[config.mk]
export PLATFORM = sky130hd
export DESIGN_NAME = result_uart_tx
export DESIGN_NICKNAME = d
export VERILOG_FILES = /design/src/rtl/result_uart_tx.sv
export SDC_FILE = /design/constraint.sdc
export NUM_CORES = 1
export LEC_CHECK = 0
export BUFFER_PORTS_ARGS = -buffer_cell sky130_fd_sc_hd__buf_2
export CAP_MARGIN = 30
export CORE_MARGIN = 3
export CORE_UTILIZATION = 55
export DETAILED_ROUTE_END_ITERATION = 7
export PLACE_DENSITY = 0.77
export SKIP_LAST_GASP = 1
export SYNTH_ARGS = -nofsm -noshare
export SYNTH_HDL_FRONTEND = slang
export SYNTH_SLANG_ARGS = --single-unit
[constraint.sdc]
create_clock -name clk -period 2.5 [get_ports clk]
set_input_delay 0 -clock clk [delete_from_list [all_inputs] [get_ports clk]]
set_output_delay 0 -clock clk [all_outputs]
set_load 0.005 [all_outputs]
[src/rtl/result_uart_tx.sv]
// Serialises a snapshot of NUM_RES accumulated results over an 8N1 UART line,
// index 0 first, with busy covering the whole readout and a done pulse at the end.
module result_uart_tx #(
    parameter int OUT_WIDTH    = 8,
    parameter int NUM_RES      = 4,
    parameter int CLKS_PER_BIT = 868
) (
    input  logic                           clk,
    input  logic                           reset,
    input  logic                           start,
    input  logic [NUM_RES*OUT_WIDTH-1:0]   res_flat,
    output logic                           busy,
    output logic                           done,
    output logic                           tx
);
    // state     | meaning
    // IDLE      | line high, waiting for start
    // START_BIT | driving the start bit (low) of the current byte
    // DATA_BITS | shifting the current byte out LSB first
    // STOP_BIT  | driving the stop bit (high) of the current byte
    // NEXT      | one-cycle done pulse after the last stop bit

    localparam int CW = (CLKS_PER_BIT > 1) ? $clog2(CLKS_PER_BIT) : 1;
    localparam int IW = (NUM_RES > 1) ? $clog2(NUM_RES) : 1;
    localparam logic [CW-1:0] BAUD_LAST = CW'(CLKS_PER_BIT - 1);
    localparam logic [IW-1:0] IDX_LAST  = IW'(NUM_RES - 1);

    typedef enum logic [2:0] {
        IDLE, START_BIT, DATA_BITS, STOP_BIT, NEXT
    } state_t;

    state_t                         state_q, state_d;
    logic [CW-1:0]                  baud_q, baud_d;
    logic [2:0]                     bit_q, bit_d;
    logic [IW-1:0]                  idx_q, idx_d;
    logic [NUM_RES*OUT_WIDTH-1:0]   res_buf_q, res_buf_d;
    logic                           tx_q, tx_d;
    logic                           busy_q, busy_d;
    logic                           done_q, done_d;
    logic [OUT_WIDTH-1:0]           cur_byte;
    logic                           bit_end;

    assign cur_byte = res_buf_q[int'(idx_q)*OUT_WIDTH +: OUT_WIDTH];
    assign bit_end  = (baud_q == BAUD_LAST);

    always_ff @(posedge clk or negedge reset) begin
        if (!reset) begin
            state_q   <= IDLE;
            baud_q    <= '0;
            bit_q     <= '0;
            idx_q     <= '0;
            res_buf_q <= '0;
            tx_q      <= 1'b1;
            busy_q    <= 1'b0;
            done_q    <= 1'b0;
        end else begin
            state_q   <= state_d;
            baud_q    <= baud_d;
            bit_q     <= bit_d;
            idx_q     <= idx_d;
            res_buf_q <= res_buf_d;
            tx_q      <= tx_d;
            busy_q    <= busy_d;
            done_q    <= done_d;
        end
    end

    // Outputs are computed one edge ahead so tx/busy/done come straight from flops.
    always_comb begin
        state_d   = state_q;
        baud_d    = baud_q;
        bit_d     = bit_q;
        idx_d     = idx_q;
        res_buf_d = res_buf_q;
        tx_d      = tx_q;
        busy_d    = busy_q;
        done_d    = 1'b0;

        unique case (state_q)
            IDLE: begin
                tx_d   = 1'b1;
                busy_d = 1'b0;
                if (start) begin
                    res_buf_d = res_flat;
                    idx_d     = '0;
                    baud_d    = '0;
                    bit_d     = '0;
                    tx_d      = 1'b0;
                    busy_d    = 1'b1;
                    state_d   = START_BIT;
                end
            end
            START_BIT: begin
                if (bit_end) begin
                    baud_d  = '0;
                    bit_d   = '0;
                    tx_d    = cur_byte[0];
                    state_d = DATA_BITS;
                end else begin
                    baud_d = baud_q + CW'(1);
                end
            end
            DATA_BITS: begin
                if (bit_end) begin
                    baud_d = '0;
                    if (bit_q == 3'd7) begin
                        tx_d    = 1'b1;
                        state_d = STOP_BIT;
                    end else begin
                        bit_d = bit_q + 3'd1;
                        tx_d  = cur_byte[bit_q + 3'd1];
                    end
                end else begin
                    baud_d = baud_q + CW'(1);
                end
            end
            STOP_BIT: begin
                if (bit_end) begin
                    baud_d = '0;
                    if (idx_q != IDX_LAST) begin
                        idx_d   = idx_q + IW'(1);
                        tx_d    = 1'b0;
                        state_d = START_BIT;
                    end else begin
                        tx_d    = 1'b1;
                        done_d  = 1'b1;
                        state_d = NEXT;
                    end
                end else begin
                    baud_d = baud_q + CW'(1);
                end
            end
            NEXT: begin
                tx_d    = 1'b1;
                busy_d  = 1'b0;
                state_d = IDLE;
            end
            default: begin
                tx_d    = 1'b1;
                busy_d  = 1'b0;
                state_d = IDLE;
            end
        endcase
    end

    assign tx   = tx_q;
    assign busy = busy_q;
    assign done = done_q;

endmodule

# Word level (Yosys, flattened, before mapping)
# Cells that the tools add are included.
# Widths: inputs -> output; s select.
# classes
add_sub_neg	3
magnitude_cmp	1
n_eq_ne	13
shift	1
mux	32
reduce_logical	11
# op_table
op	count
$shiftx 32x6->8	1
$mux 3	10
$mux 10	2
$pmux 10 s2	1
$ne 2x2->1 const B	8
$pmux 3 s4	1
$add 10x1->10 const B	1
$eq 10x10->1 const B	1
$mux 1	10
$reduce_and 5->1	2
$pmux 3 s3	1
$eq 3x2->1 const B	2
$mux 2	3
$lt 3x4->1 const B	1
$pmux 1 s4	1
$pmux 2 s2	1
$reduce_and 2->1	2
$reduce_and 4->1	1
$reduce_bool 2->1	2
$add 3x1->3 const B	1
$bmux 1 s3	1
$eq 3x1->1 const B	1
$eq 3x3->1 const B	1
$logic_not 3->1	1
5 further kinds	5
# totals
reg_bits	53
output_inout_bits	3
wordCells	69

# Depth between registers and ports, before layout
# depth
depth_word	6
mapped_depth	7
mapped_depth_nobuf	7

# Worst setup path after synthesis
# No wires, ideal clock.
# synth_timing
kind	register -> register
start	register bit_q[0]
end	register tx_q, in the netlist tx
arrival_ns	1.760
required_ns	2.413
setup_slack_ns	0.653
stages_incl_launch_ff	8
n_path_buf	1
cell_sequence	dfrtp_1 ha_1 buf_6 mux4_2 o211ai_2 a21oi_1 o41ai_1 a21oi_1
# synth_between
elab_chain_cells	6
elab_cells_between_ends	7
classes_between	1 x add/sub; 1 x eq/ne; 5 x mux
# synth_rtl
item	line_no	text
start, declared	34	logic [2:0] bit_q, bit_d;
start signal, assigned	59	bit_q <= bit_d;
$add 3x1->3	111	tx_d = cur_byte[bit_q + 3'd1];
$bmux 1 s3	111	
$mux 1 (implied by the code)	111	
$mux 1 *	106	if (bit_q == 3'd7) begin
$mux 1 *	104	if (bit_end) begin
$pmux 1 s4 *	79	unique case (state_q)
end signal, assigned	62	tx_q <= tx_d;
end, declared	37	logic tx_q, tx_d;
# Every way passes the cells marked *; elsewhere a longest branch is shown, timed or not. The select of a mux whose other input is x is not followed.
# A chain may end at the register's enable or synchronous reset.

# Worst setup path in the final report
# Ends and elaborated chain as after synthesis.

==> results.tsv <==
metric	value	unit
Worst Skew	0.00982	ns
largest net degree at the start of global routing	36	
Yosys cell types	44	
Multi-input gate area	1200	sq um
Crit Path Max Fanout	7	
CTS Buffer Depth	2	
RSZ-0062 raised after global routing	no	
setup violators final	0	
Filler Cell Count	296	
status	completed	
RR Endpoint	tx	
DRT antenna net count	0	
layout cells sized above 1	22.0	%
vias in the first global route	1959	
ys flop type	dfrtp_1	
first-pass GRT wire length	9500	um
Seq/Total Area, Yosys	50.9	%
gr usage total	22.8	%
Synth-to-Final Area Change	25.1	%
drc violations	0	
WL/cell	17.0	um
antenna fix cells	0	
Fin. Hold Viols	0	
worst-margin pin slew	0.503	ns
R2R Path Start	bit_q[0]	
Final Cycle Share	87.9	%
most frequent cells in the layout	dfrtp_1, buf_2, dlygate4sd3_1	
Core Region	4470	sq um
Fmax achieved	455	MHz
dpl cell area	2820	sq um
Worst-path clk slew	0.10	ns
NumNets Final	315	
reg2reg path depth	6	
synthesized area per cell	12.8	sq um
gr ovfl total	0	
Row Count	24	
total detailed-routing wirelength	5580	um
Syn Nets	242	
Initial DRC Count	162	
Slew headroom	66.5	%
Clk Latency, worst-skew pair	0.31	ns
CTS tree	done	
via-per-instance ratio	5.73	
setup bufs post-CTS	0	
Lkg Pwr	1.56	nW
Hold WS	0.150	ns
Yosys warning count	0	
hold_buf cts	34	
Sink Count	53	
commonest non-fill, non-tap cell in the layout	dfrtp_1	
P per Cell Area	599	nW/um^2
critical path type	flop to flop	
Crit. End Element	flop	
die width	74.9	um
full die area	5600	sq um
R2R Setup Slk	0.30	ns
post-detail-place hpwl	3480	um
Synth Instances	203	
starting density of the core	58.3	%
GPL Wtd Cong	0.786	
FF+latch area	1330	sq um
Final Instance Area	3260	sq um
vertical die dimension	74.9	um
Fin Setup TNS	0	ns
CP arrival	2.43	ns
initial antenna violation count	0	
#FFs+latches synth	53	
Hold WC Path Type	primary input to asynchronous set/reset pin	
post_cts resized	0	
peak supply drop	468	uV
CP Launch Type	flop	
WP data required	2.73	ns
Pre-Repair DR Iteration Count	4	
Synth Cell Area	2610	sq um
Final Critical Period	2.20	ns
Max Cap Viol	0	
Inserted Clock Buffers	5	
# H-tree levels	2	
vias	1885	
# port buffers	37	
IO Count	38	
Final Slew Violations	0	
number of flops mapped to enable cells by yosys	0	
Post-synth ARST share	100	%
overall power	1.96	mW
clk root buf	clkbuf_8	
==> flip-flops by register name (all words and copies together), names as in the netlist <==
name,count
res_buf_q,32
baud_q,10
bit_q,3
state_q,3
idx_q,2
busy,1
done,1
tx,1
==> cells in the mapped netlist (2+ instances only) <==
| cell | instances | area, sq um |
|---|---|---|
| and3_1 | 3 | 18.8 |
| inv_1 | 5 | 18.8 |
| nor2_1 | 16 | 60.1 |
| buf_2 | 4 | 20.0 |
| nand3_1 | 3 | 15.0 |
| a21oi_1 | 5 | 25.0 |
| and4_1 | 2 | 17.5 |
| buf_6 | 2 | 22.5 |
| o21ai_1 | 7 | 35.0 |
| dfrtp_1 | 52 | 1300 |
| nor3_1 | 2 | 10.0 |
| nand4_1 | 3 | 18.8 |
| mux4_1 | 5 | 131 |
| nand2_1 | 10 | 37.5 |
| nor2b_1 | 2 | 12.5 |
| xor2_1 | 8 | 70.1 |
| nand3b_1 | 3 | 22.5 |
| mux4_2 | 3 | 67.6 |
| ha_1 | 4 | 50.1 |
| a22oi_1 | 3 | 22.5 |
| mux2_1 | 29 | 327 |
| mux2_2 | 3 | 33.8 |
| o2bb2ai_1 | 2 | 17.5 |
| o21ai_0 | 3 | 15.0 |
| mux2i_1 | 4 | 40.0 |
| clkbuf_1 | 2 | 7.51 |
==> report_power, final <==
part           internal (mW)  leakage, nW  switching (mW)
combinational          0.198        0.836           0.151
sequential             0.970        0.676           0.116
clock                  0.228       0.0478           0.292
==> through the flow <==
stage / util, % / instances / worst slack (ns)
floorplan: - / 203 / 0.653
global placement: 63.1 / 287 / 0.510
detailed placement: 63.1 / 287 / 0.386
CTS: 72.9 / 329 / 0.342
global route: 72.9 / 329 / 0.148
finish: 72.9 / 329 / 0.302
==> area by class of cell <==
| class | count | area share (%) |
|---|---|---|
| timing repair buffer | 75 | 17.0 |
| inverter | 5 | 0.575 |
| multi-input combinational | 136 | 36.7 |
| tap | 52 | 1.99 |
| clock inverter | 2 | 0.499 |
| clock buffer | 6 | 2.53 |
| sequential | 53 | 40.7 |
==> per-layer routing <==
| metal | vias up | GRT usage (%) | part of all wire, % |
|---|---|---|---|
| li1 | 895 | - | - |
| met1 | 926 | 31.4 | 46 |
| met2 | 52 | 36.4 | 49 |
| met3 | 12 | 6.28 | 3.2 |
| met4 | 0 | 5.53 | 1.7 |
| met5 | - | 0 | 0 |
==> worst max path at each step <==
stage | start | end | slack (ns) | cells after the start
4_1_cts | bit_q[0] | tx | 0.34 | 6
3_5_place_dp | bit_q[0] | tx | 0.39 | 6
5_1_grt | bit_q[0] | tx | 0.15 | 6
2_1_floorplan | bit_q[0] | tx | 0.65 | 7
3_3_place_gp | bit_q[0] | tx | 0.51 | 6
6_report | bit_q[0] | tx | 0.30 | 6
==> logic make-up (layout without fill, tap and decap cells) <==
family,count (synthesis),in the layout,synth area share (%)
multiplexers,44,44,23.0
AO/OA/AOI/OAI,28,28,7.20
AND/OR/NAND/NOR,51,51,10.7
XOR/XNOR,9,9,3.02
buffers and inverters,14,88,3.21
flip-flops,53,53,50.9
adder cells (fa/ha/maj),4,4,1.92
==> critical path: stages (launching register included) <==
cell	delay, ns
dfrtp_1	0.45
ha_1	0.50
mux4_2	0.38
o211ai_1	0.18
o21ai_0	0.11
o41ai_1	0.37
a21oi_1	0.12
(Power assumes the default switching activity.)
